==> src/rtl/m2_block_scheduler_if.sv <==
// Handshake and SRAM bus bundle between the M2 block scheduler and its four sub-units.
// The master side is the scheduler; the slave side is the fetch/CT/CS/write units plus SRAM.
interface m2_block_scheduler_if;
    logic        fetch_start;
    logic        fetch_done;
    logic [17:0] fetch_base;
    logic [8:0]  fetch_stride;
    logic        ct_start;
    logic        ct_done;
    logic        cs_start;
    logic        cs_done;
    logic        write_start;
    logic        write_done;
    logic [17:0] write_base;
    logic [8:0]  write_stride;
    logic [17:0] f_SRAM_address;
    logic [17:0] w_SRAM_address;
    logic [15:0] w_SRAM_write_data;
    logic        w_SRAM_we_n;
    logic [17:0] SRAM_address;
    logic [15:0] SRAM_write_data;
    logic        SRAM_we_n;

    modport master (
        output fetch_start, fetch_base, fetch_stride, ct_start, cs_start,
               write_start, write_base, write_stride,
               SRAM_address, SRAM_write_data, SRAM_we_n,
        input  fetch_done, ct_done, cs_done, write_done,
               f_SRAM_address, w_SRAM_address, w_SRAM_write_data, w_SRAM_we_n
    );

    modport slave (
        input  fetch_start, fetch_base, fetch_stride, ct_start, cs_start,
               write_start, write_base, write_stride,
               SRAM_address, SRAM_write_data, SRAM_we_n,
        output fetch_done, ct_done, cs_done, write_done,
               f_SRAM_address, w_SRAM_address, w_SRAM_write_data, w_SRAM_we_n
    );
endinterface

==> src/rtl/m2_block_scheduler.sv <==
// Milestone 2 IDCT top-level sequencer: walks all Y/U/V 8x8 blocks, overlapping
// Fetch(n+1)||CT(n) and CS(n)||Write(n-1), and muxes the single SRAM port.
module m2_block_scheduler #(
    parameter int unsigned Y_COLS      = 40,
    parameter int unsigned Y_ROWS      = 30,
    parameter int unsigned UV_COLS     = 20,
    parameter int unsigned UV_ROWS     = 30,
    parameter logic [17:0] PRE_Y_BASE  = 18'd76800,
    parameter logic [17:0] POST_Y_BASE = 18'd0
) (
    input  logic Clock,
    input  logic Resetn,
    input  logic Enable,
    output logic Done,
    m2_block_scheduler_if.master bus
);
    localparam int unsigned N_BLOCKS = Y_COLS * Y_ROWS + 2 * UV_COLS * UV_ROWS;

    // Plane bases follow from plane sizes: 64 samples/block pre-IDCT, 32 words/block post-IDCT.
    localparam logic [17:0] PRE_U_BASE  = PRE_Y_BASE  + 18'(Y_COLS * Y_ROWS * 64);
    localparam logic [17:0] PRE_V_BASE  = PRE_U_BASE  + 18'(UV_COLS * UV_ROWS * 64);
    localparam logic [17:0] POST_U_BASE = POST_Y_BASE + 18'(Y_COLS * Y_ROWS * 32);
    localparam logic [17:0] POST_V_BASE = POST_U_BASE + 18'(UV_COLS * UV_ROWS * 32);
    localparam logic [8:0]  PRE_Y_STRIDE   = 9'(Y_COLS * 8);
    localparam logic [8:0]  PRE_UV_STRIDE  = 9'(UV_COLS * 8);
    localparam logic [8:0]  POST_Y_STRIDE  = 9'(Y_COLS * 4);
    localparam logic [8:0]  POST_UV_STRIDE = 9'(UV_COLS * 4);
    localparam logic [7:0]  Y_LAST_COL  = 8'(Y_COLS - 1);
    localparam logic [7:0]  Y_LAST_ROW  = 8'(Y_ROWS - 1);
    localparam logic [7:0]  UV_LAST_COL = 8'(UV_COLS - 1);
    localparam logic [7:0]  UV_LAST_ROW = 8'(UV_ROWS - 1);

    localparam logic [2:0] S_IDLE     = 3'd0;
    localparam logic [2:0] S_LEAD_IN  = 3'd1;
    localparam logic [2:0] S_MS_A     = 3'd2;
    localparam logic [2:0] S_MS_B     = 3'd3;
    localparam logic [2:0] S_LEAD_OUT = 3'd4;
    localparam logic [2:0] S_DONE     = 3'd5;

    typedef struct packed {
        logic [1:0]  plane;
        logic [7:0]  brow;
        logic [7:0]  bcol;
        logic [17:0] row_base;
        logic [17:0] base;
        logic [8:0]  stride;
    } ptr_t;

    function automatic logic [17:0] plane_base(input logic pre, input logic [1:0] p);
        case (p)
            2'd0:    return pre ? PRE_Y_BASE : POST_Y_BASE;
            2'd1:    return pre ? PRE_U_BASE : POST_U_BASE;
            default: return pre ? PRE_V_BASE : POST_V_BASE;
        endcase
    endfunction

    function automatic logic [8:0] plane_stride(input logic pre, input logic [1:0] p);
        if (p == 2'd0) return pre ? PRE_Y_STRIDE : POST_Y_STRIDE;
        return pre ? PRE_UV_STRIDE : POST_UV_STRIDE;
    endfunction

    function automatic ptr_t first_block(input logic pre);
        ptr_t q;
        q          = '0;
        q.row_base = plane_base(pre, 2'd0);
        q.base     = q.row_base;
        q.stride   = plane_stride(pre, 2'd0);
        return q;
    endfunction

    // Row step is stride*8 as a shift; column step is 8 samples pre-IDCT, 4 words post-IDCT.
    function automatic ptr_t advance(input ptr_t p, input logic pre);
        ptr_t q;
        q = p;
        if (p.bcol != ((p.plane == 2'd0) ? Y_LAST_COL : UV_LAST_COL)) begin
            q.bcol = p.bcol + 8'd1;
            q.base = p.base + (pre ? 18'd8 : 18'd4);
        end else if (p.brow != ((p.plane == 2'd0) ? Y_LAST_ROW : UV_LAST_ROW)) begin
            q.bcol     = '0;
            q.brow     = p.brow + 8'd1;
            q.row_base = p.row_base + {6'd0, p.stride, 3'd0};
            q.base     = q.row_base;
        end else begin
            q.bcol     = '0;
            q.brow     = '0;
            q.plane    = p.plane + 2'd1;
            q.row_base = plane_base(pre, q.plane);
            q.base     = q.row_base;
            q.stride   = plane_stride(pre, q.plane);
        end
        return q;
    endfunction

    logic [2:0]  state, state_n;
    logic [15:0] blk;
    // Unit vectors: [3] fetch, [2] compute T, [1] compute S, [0] write.
    logic [3:0]  need, need_n, got, starts, dones;
    logic        all_done, more_1, more_2;
    ptr_t        fptr, wptr;

    assign dones    = {bus.fetch_done, bus.ct_done, bus.cs_done, bus.write_done};
    assign all_done = &(~need | got | dones);
    assign more_1   = (32'(blk) + 32'd1) < N_BLOCKS;
    assign more_2   = (32'(blk) + 32'd2) < N_BLOCKS;

    always_comb begin
        state_n = state;
        need_n  = '0;
        case (state)
            S_IDLE: if (Enable) begin
                state_n = S_LEAD_IN;
                need_n  = 4'b1000;
            end
            S_LEAD_IN: if (all_done) begin
                state_n = S_MS_A;
                need_n  = {more_1, 1'b1, 2'b00};
            end
            S_MS_A: if (all_done) begin
                state_n = S_MS_B;
                need_n  = {2'b00, 1'b1, blk != 16'd0};
            end
            S_MS_B: if (all_done) begin
                if (more_1) begin
                    state_n = S_MS_A;
                    need_n  = {more_2, 1'b1, 2'b00};
                end else begin
                    state_n = S_LEAD_OUT;
                    need_n  = 4'b0001;
                end
            end
            S_LEAD_OUT: if (all_done) state_n = S_DONE;
            S_DONE:     state_n = S_IDLE;
            default:    state_n = S_IDLE;
        endcase
    end

    // Every transition changes state, so state_n != state marks entry into a new state.
    always_ff @(posedge Clock or negedge Resetn) begin
        if (!Resetn) begin
            state  <= S_IDLE;
            blk    <= '0;
            need   <= '0;
            got    <= '0;
            starts <= '0;
            fptr   <= '0;
            wptr   <= '0;
        end else begin
            state <= state_n;
            if (state == S_IDLE && Enable) begin
                fptr <= first_block(1'b1);
                wptr <= first_block(1'b0);
                blk  <= '0;
            end
            if (all_done && need[3]) fptr <= advance(fptr, 1'b1);
            if (all_done && need[0]) wptr <= advance(wptr, 1'b0);
            if (state == S_MS_B && state_n == S_MS_A) blk <= blk + 16'd1;
            if (state_n != state) begin
                need   <= need_n;
                starts <= need_n;
                got    <= '0;
            end else begin
                starts <= '0;
                got    <= got | (dones & need);
            end
        end
    end

    assign Done             = (state == S_DONE);
    assign bus.fetch_start  = starts[3];
    assign bus.ct_start     = starts[2];
    assign bus.cs_start     = starts[1];
    assign bus.write_start  = starts[0];
    assign bus.fetch_base   = fptr.base;
    assign bus.fetch_stride = fptr.stride;
    assign bus.write_base   = wptr.base;
    assign bus.write_stride = wptr.stride;

    always_comb begin
        bus.SRAM_address    = '0;
        bus.SRAM_write_data = '0;
        bus.SRAM_we_n       = 1'b1;
        case (state)
            S_LEAD_IN, S_MS_A: bus.SRAM_address = bus.f_SRAM_address;
            S_MS_B, S_LEAD_OUT: begin
                bus.SRAM_address    = bus.w_SRAM_address;
                bus.SRAM_write_data = bus.w_SRAM_write_data;
                bus.SRAM_we_n       = bus.w_SRAM_we_n;
            end
            default: ;
        endcase
    end
endmodule

==> src/flat_wrapper.sv <==
// flat-port wrapper written by rule: the top's interface ports become plain ports
module m2_block_scheduler_flat 
#(
    parameter int unsigned Y_COLS      = 40,
    parameter int unsigned Y_ROWS      = 30,
    parameter int unsigned UV_COLS     = 20,
    parameter int unsigned UV_ROWS     = 30,
    parameter logic [17:0] PRE_Y_BASE  = 18'd76800,
    parameter logic [17:0] POST_Y_BASE = 18'd0
)
  (Clock, Resetn, Enable, Done, bus_fetch_start, bus_fetch_base, bus_fetch_stride, bus_ct_start, bus_cs_start, bus_write_start, bus_write_base, bus_write_stride, bus_SRAM_address, bus_SRAM_write_data, bus_SRAM_we_n, bus_fetch_done, bus_ct_done, bus_cs_done, bus_write_done, bus_f_SRAM_address, bus_w_SRAM_address, bus_w_SRAM_write_data, bus_w_SRAM_we_n);
  m2_block_scheduler_if bus_i ();
  input  logic Clock;
  input  logic Resetn;
  input  logic Enable;
  output logic Done;
  output wire logic [$bits(bus_i.fetch_start)-1:0] bus_fetch_start;
  output wire logic [$bits(bus_i.fetch_base)-1:0] bus_fetch_base;
  output wire logic [$bits(bus_i.fetch_stride)-1:0] bus_fetch_stride;
  output wire logic [$bits(bus_i.ct_start)-1:0] bus_ct_start;
  output wire logic [$bits(bus_i.cs_start)-1:0] bus_cs_start;
  output wire logic [$bits(bus_i.write_start)-1:0] bus_write_start;
  output wire logic [$bits(bus_i.write_base)-1:0] bus_write_base;
  output wire logic [$bits(bus_i.write_stride)-1:0] bus_write_stride;
  output wire logic [$bits(bus_i.SRAM_address)-1:0] bus_SRAM_address;
  output wire logic [$bits(bus_i.SRAM_write_data)-1:0] bus_SRAM_write_data;
  output wire logic [$bits(bus_i.SRAM_we_n)-1:0] bus_SRAM_we_n;
  input wire logic [$bits(bus_i.fetch_done)-1:0] bus_fetch_done;
  input wire logic [$bits(bus_i.ct_done)-1:0] bus_ct_done;
  input wire logic [$bits(bus_i.cs_done)-1:0] bus_cs_done;
  input wire logic [$bits(bus_i.write_done)-1:0] bus_write_done;
  input wire logic [$bits(bus_i.f_SRAM_address)-1:0] bus_f_SRAM_address;
  input wire logic [$bits(bus_i.w_SRAM_address)-1:0] bus_w_SRAM_address;
  input wire logic [$bits(bus_i.w_SRAM_write_data)-1:0] bus_w_SRAM_write_data;
  input wire logic [$bits(bus_i.w_SRAM_we_n)-1:0] bus_w_SRAM_we_n;
  assign bus_fetch_start = bus_i.fetch_start;
  assign bus_fetch_base = bus_i.fetch_base;
  assign bus_fetch_stride = bus_i.fetch_stride;
  assign bus_ct_start = bus_i.ct_start;
  assign bus_cs_start = bus_i.cs_start;
  assign bus_write_start = bus_i.write_start;
  assign bus_write_base = bus_i.write_base;
  assign bus_write_stride = bus_i.write_stride;
  assign bus_SRAM_address = bus_i.SRAM_address;
  assign bus_SRAM_write_data = bus_i.SRAM_write_data;
  assign bus_SRAM_we_n = bus_i.SRAM_we_n;
  assign bus_i.fetch_done = bus_fetch_done;
  assign bus_i.ct_done = bus_ct_done;
  assign bus_i.cs_done = bus_cs_done;
  assign bus_i.write_done = bus_write_done;
  assign bus_i.f_SRAM_address = bus_f_SRAM_address;
  assign bus_i.w_SRAM_address = bus_w_SRAM_address;
  assign bus_i.w_SRAM_write_data = bus_w_SRAM_write_data;
  assign bus_i.w_SRAM_we_n = bus_w_SRAM_we_n;
  m2_block_scheduler #(.Y_COLS(Y_COLS), .Y_ROWS(Y_ROWS), .UV_COLS(UV_COLS), .UV_ROWS(UV_ROWS), .PRE_Y_BASE(PRE_Y_BASE), .POST_Y_BASE(POST_Y_BASE)) u_core (.Clock(Clock), .Resetn(Resetn), .Enable(Enable), .Done(Done), .bus(bus_i));
endmodule
==> config.mk <==
export PLATFORM = sky130hd
export DESIGN_NAME = m2_block_scheduler_flat
export DESIGN_NICKNAME = d
export VERILOG_FILES = /design/src/rtl/m2_block_scheduler_if.sv /design/src/rtl/m2_block_scheduler.sv /design/src/flat_wrapper.sv
export SDC_FILE = /design/constraint.sdc
export NUM_CORES = 1
export LEC_CHECK = 0
export ABC_AREA = 0
export BUFFER_PORTS_ARGS = -buffer_cell sky130_fd_sc_hd__buf_4
export CORE_MARGIN = 2
export CORE_UTILIZATION = 62
export CTS_BUF_LIST = sky130_fd_sc_hd__clkbuf_4
export DETAILED_ROUTE_END_ITERATION = 12
export PLACE_DENSITY = 0.92
export SETUP_SLACK_MARGIN = 0.15
export SKIP_LAST_GASP = 1
export SYNTH_ARGS = -nofsm -noshare
export SYNTH_HDL_FRONTEND = slang
export SYNTH_SLANG_ARGS = --single-unit
==> constraint.sdc <==
create_clock -name Clock -period 6.7 [get_ports Clock]
set_clock_uncertainty 0.2 [all_clocks]
set_input_delay 1.34 -clock Clock [delete_from_list [all_inputs] [get_ports Clock]]
set_output_delay 1.34 -clock Clock [all_outputs]
set_load 0.01 [all_outputs]
# == Word-level counts from Yosys, hierarchy flattened ==
# Index checks and enable logic that the tools add are counted.
# classes
eq_ne,17
muxes,56
n_addsub,13
n_reduce_logical,20
n_lt_le_gt_ge,2
bitwise_logic,5
# op_table
op,n
2-to-1 mux 63 bit,4
2-to-1 mux 52 bit,2
2-to-1 mux 18 bit,4
2-to-1 mux 9 bit,8
one-hot mux 18 bit (2 select lines),2
"less-than comparator 32 x 12 -> 1 bit, second input constant",2
2-to-1 mux 16 bit,3
adder 18 x 12 -> 18 bit,2
"adder 8 x 1 -> 8 bit, second input constant",4
one-hot mux 16 bit (2 select lines),1
2-to-1 mux 4 bit,6
2-to-1 mux 10 bit,2
"adder 18 x 3 -> 18 bit, second input constant",1
"adder 18 x 4 -> 18 bit, second input constant",1
2-to-1 mux 3 bit,6
"adder 16 x 1 -> 17 bit, second input constant",1
"adder 16 x 2 -> 17 bit, second input constant",1
"adder 16 x 1 -> 16 bit, second input constant",1
2-to-1 mux 8 bit,2
"inequality test 8 x 5 -> 1 bit, second input constant",2
inequality test 8 bit,2
one-hot mux 4 bit (4 select lines),1
nonzero test 16 bit,1
one-hot mux 3 bit (5 select lines),1
21 further kinds,53
# totals
in_bits,60
output_inout_bits,94
register_bits,157

# == Logic depth before layout (Yosys ltp) ==
# logic_depth
depth_word,10
ltp_mapped,11

# == Least setup slack after synthesis ==
# OpenSTA, ideal clock, no wires.
# synth_path
path_kind,input-to-reg
start,input port bus_fetch_done
end,register u_core.blk[6]
cell_stages,8
path_slack_ns,3.506
setup_time_ns,0.126
path_buffers,1
arrival_ns,2.868
path_cell_list,nor2_1 > a22oi_1 > and2_1 > nand3_1 > a211oi_4 > nor2_2 > buf_6 > a221o_1
# synth_between
elab_chain_cells,7
# synth_rtl
item,line_no,text
from (decl),flat_wrapper.sv:28,input wire logic [$bits(bus_i.fetch_done)-1:0] bus_fetch_done;
bitwise OR 4 bit *,m2_block_scheduler.sv:102,assign all_done = &(~need | got | dones);
AND reduction 4 bit *,m2_block_scheduler.sv:102,
"2-to-1 mux 3 bit, on equally long branches",n/a,
one-hot mux 3 bit (5 select lines) *,m2_block_scheduler.sv:109,case (state)
equality test 3 x 2 -> 1 bit *,m2_block_scheduler.sv:156,if (state == S_MS_B && state_n == S_MS_A) blk <= blk + 16'd1;
logical AND 1 bit *,m2_block_scheduler.sv:156,
2-to-1 mux 16 bit / nonzero test 2 bit (equally long branches),n/a,
to (signal assigned),m2_block_scheduler.sv:156,
to (decl),m2_block_scheduler.sv:95,logic [15:0] blk;
# Mark *: on every way between the ends. The rest lies on a longest branch, timed or not.
# A chain may end at the register's enable or synchronous reset.

# == Final worst setup path ==
# layout_path
start,register u_core.state[1]
end,output port bus_SRAM_address[5]
# layout_between
elab_chain_cells,3
# layout_rtl
item,line_no,text
from (decl),m2_block_scheduler.sv:94,"logic [2:0] state, state_n;"
from (signal assigned),m2_block_scheduler.sv:148,state <= state_n;
"equality test 3 bit, or another cell as far along",m2_block_scheduler.sv:182,case (state)
OR reduction 2 bit,m2_block_scheduler.sv:182,
one-hot mux 18 bit (2 select lines) *,m2_block_scheduler.sv:182,
to (decl),flat_wrapper.sv:25,output wire logic [$bits(bus_i.SRAM_address)-1:0] bus_SRAM_address;
# Marks and branches as above.

==> out/metrics.csv <==
stage,metric,value,unit
power,Clock Power Share,21.0,%
cts,post-CTS sizing,0,
finish,Area Growth Syn to Fin,13.9,%
grt,initial antenna violation count,1,
grt,largest net degree at the start of global routing,79,
yosys,number of synthesized flops with an enable pin,0,
cts,CTS Hold Bufs,0,
yosys,number of synthesized register bits,134,
critical_path,Crit path required time,5160,ps
critical_path,critical path data arrival time,2750,ps
drt,DR WL/cell,17.0,um
worst_hold_path,hold crit path type,register to register,
floorplan,Std-Cell Rows,41,
critical_path,reg-to-reg endpoint,u_core.blk[10],
power,Internal,1.62,mW
grt,total congestion overflow,0,
drt,drt drc,0,
drt,DRT iter0 DRCs,627,
placement,Placed Cells,1134,
finish,Non-Filler Instances,1167,
floorplan,die height,118,um
critical_path,worst reg-to-reg path cell count,6,
critical_path,Setup crit start,u_core.state[1],
power,pwr/cell area,302,nW/um2
power,sw frac,41.1,%
finish,final core occ,72.2,%
critical_path,r2r startpoint,u_core.need[3],
floorplan,DIE AREA,13800,um2
drt,via count,7125,
sta,worst rel slew slack,23.6,%
sta,minimum clock period,4290,ps
floorplan,initial core utilization,63.4,%
cts,# clock sinks,134,
cts,CTS clock-pin slew for the worst setup and hold paths,120,ps
sta,Max Fclk,233,MHz
cts,TritonCTS buffer count,17,
cts,CTS root buffer,clkbuf_4,
power,share of power burned in combinational logic,41.7,%
cts,TritonCTS clock tree,yes,
drt,antenna-violating nets left,0,
critical_path,Setup crit end,bus_SRAM_address[5],
grt,number of global-route vias before repair,6667,
grt,first-pass GRT wire length,32100,um
drt,1st-pass router iterations,5,
critical_path,Setup CP Type,register to primary output,
yosys,synthesized area,8000,um2
critical_path,Critical Path Fanout Max,35,
floorplan,area of the core,12600,um2
power,sw power,1.13,mW
yosys,asr flop ratio synth,100,%
sta,Final Hold Vio Count,0,
yosys,leading register cell type out of synthesis,dfrtp_1,
sta,Tcrit/Tclk final,64.1,%
yosys,post-synthesis instance total,897,
yosys,sequential-to-total area share from yosys stat,41.9,%
run_status,outcome,"complete, no violations",
sta,Worst-Margin Slew,1150,ps
yosys,Yosys cell types,63,
critical_path,crit end category,primary output,
floorplan,Top Ports,154,
cts,Post-CTS Setup Repair Bufs,0,
floorplan,width of the die,118,um
critical_path,CP startpoint kind,register,
power,sequential power share,37.2,%
cts,maximum root-to-sink buffer count,2,
drt,drt total wl,19800,um
grt,Tot GR Track Use,28.6,%
drt,vias per cell,6.11,
placement,Final HPWL DP,14300,um
sta,Pins Over Slew Limit,0,
sta,Setup TNS Final,0,ps
cts,Clock Latency Late Sink,570,ps
power,Lkg Pwr,4.52,nW
finish,NumNets Final,1067,
finish,share of cells above drive strength 1,18.8,%
cts,H-tree depth,4,
sta,unrepaired setup endpoints after global routing,no,
power,Max rail drop VDD,227,uV
placement,IO Port Bufs,143,
yosys,Synth Area per Inst,8.92,um2
critical_path,r2r setup slk,3230,ps
job,number of max-cap violations,0,
sta,Finish-stage setup viols,0,
placement,gpl congestion,0.895,
yosys,synth warn,0,
## through the flow
stage / hold WS [ps] / area, um2 / power (mW) / setup slack (ps)
2_1_floorplan: 246 / 8040 / 1.79 / 3510
3_3_place_gp: 270 / 8800 / 2.13 / 2450
3_5_place_dp: 272 / 8800 / 2.17 / 2320
4_1_cts: 300 / 9110 / 2.75 / 2400
5_1_grt: 320 / 9110 / 2.93 / 2160
6_report: 298 / 9110 / 2.75 / 2410
## synthesized netlist by cell type (all sizes together) (3+ instances only)
library cell | number | area share [%]
a21boi | 3 | 0.28
nand2b | 3 | 0.23
a31oi | 15 | 1.2
inv | 24 | 1.1
and4 | 7 | 0.77
and3 | 27 | 2.1
nand3 | 30 | 1.9
nor4b | 9 | 0.99
nor4 | 4 | 0.31
a221o | 13 | 1.6
o31ai | 7 | 0.66
nor3b | 8 | 0.75
a22o | 22 | 2.4
nand2 | 99 | 4.6
o22ai | 3 | 0.23
a211o | 10 | 1.1
a21oi | 41 | 2.6
a211oi | 6 | 0.72
o21ai | 87 | 5.4
dfrtp | 134 | 42
xnor2 | 14 | 1.5
ha | 24 | 3.8
nor2 | 66 | 3.1
o21a | 4 | 0.38
a21o | 19 | 1.8
and2 | 41 | 3.2
nand4 | 13 | 1.0
nor2b | 4 | 0.31
o21bai | 4 | 0.38
xor2 | 12 | 1.3
o211ai | 7 | 0.72
nor3 | 15 | 0.94
clkbuf | 25 | 1.2
buf | 68 | 6.0
## routing by layer
metal	vias up	global-route usage [%]	share of wire, %
li1	3326	-	-
met1	3471	36.2	41
met2	300	48.3	51
met3	28	6.35	6.8
met4	0	10.4	1.6
met5	-	0	0
## cell families after synthesis
logic type	count (synthesis)	synth area share [%]
xor gates and xnor gates	26	2.85
muxes	3	0.391
and+or+nand+nor	336	21.3
other	1	0.0469
AOI/OAI and AO/OA	253	20.9
buffers and inverters	118	8.37
adders and majority gates	26	4.25
DFF	134	41.9
## state kept, by name (all words and copies together) (netlist names), 4 cells and up
register / cells
u_core.blk: 16
u_core.bus.fetch_base: 16
u_core.bus.write_base: 17
u_core.fptr: 33
u_core.got: 4
u_core.need: 4
u_core.starts: 4
u_core.wptr: 33
## critical path, stage by stage (launching register included)
cell and delay (ps):
dfrtp_1 480, clkinv_1 250, o21ai_2 950, a22o_1 350, buf_4 150
## area by class of cell
| class | count | area, um2 |
|---|---|---|
| clock inverters | 15 | 181 |
| fillers | 977 | 3510 |
| repair buffers | 149 | 1120 |
| clock buffers | 17 | 128 |
| flip-flops and latches | 134 | 3350 |
| inverters | 25 | 93.8 |
| multi-input cells | 654 | 4020 |
| diodes | 1 | 2.50 |
| well taps | 172 | 215 |
## power by group through the flow
stage          Sequential [mW]  Combinational (mW)  Clock, mW
2_1_floorplan            0.994               0.799          0
3_3_place_gp              1.03                1.10          0
3_5_place_dp              1.04                1.14          0
4_1_cts                   1.02                1.14      0.583
5_1_grt                   1.04                1.26      0.625
6_report                  1.02                1.15      0.578
## how the worst min path moves through the flow
stage                    start         endpoint  cells past startpoint  slack [ps]
2_1_floorplan  u_core.wptr[60]  u_core.wptr[60]                      1         250
3_3_place_gp   u_core.fptr[37]  u_core.fptr[37]                      2         270
3_5_place_dp   u_core.wptr[37]  u_core.wptr[37]                      1         270
4_1_cts        u_core.wptr[37]  u_core.wptr[37]                      1         300
5_1_grt        u_core.wptr[37]  u_core.wptr[37]                      1         320
6_report       u_core.wptr[37]  u_core.wptr[37]                      1         300
## placed cells by master, fill, tap and decap left out, types with 4 or more instances in the layout
| master | instances |
|---|---|
| and3_1 | 27 |
| a22o_1 | 22 |
| clkinvlp_4 | 4 |
| inv_1 | 24 |
| and4_1 | 7 |
| o211ai_1 | 6 |
| nor3_1 | 15 |
| a31oi_1 | 15 |
| nand4_1 | 13 |
| buf_4 | 148 |
| o21a_1 | 4 |
| xnor2_1 | 14 |
| clkbuf_4 | 17 |
| nor4b_1 | 9 |
| nor4_1 | 4 |
| nand3_1 | 30 |
| conb_1 | 10 |
| a221o_1 | 13 |
| o21ai_0 | 85 |
| o31ai_1 | 7 |
| nor3b_1 | 8 |
| a21oi_1 | 40 |
| a211oi_1 | 5 |
| a21o_1 | 19 |
| o21bai_1 | 4 |
| dfrtp_1 | 134 |
| nor2_1 | 65 |
| a211o_1 | 10 |
| ha_1 | 24 |
| clkinv_4 | 5 |
| and2_1 | 41 |
| nor2b_1 | 4 |
| nand2_1 | 99 |
| xor2_1 | 12 |
Power figures use the tool's default switching activity.
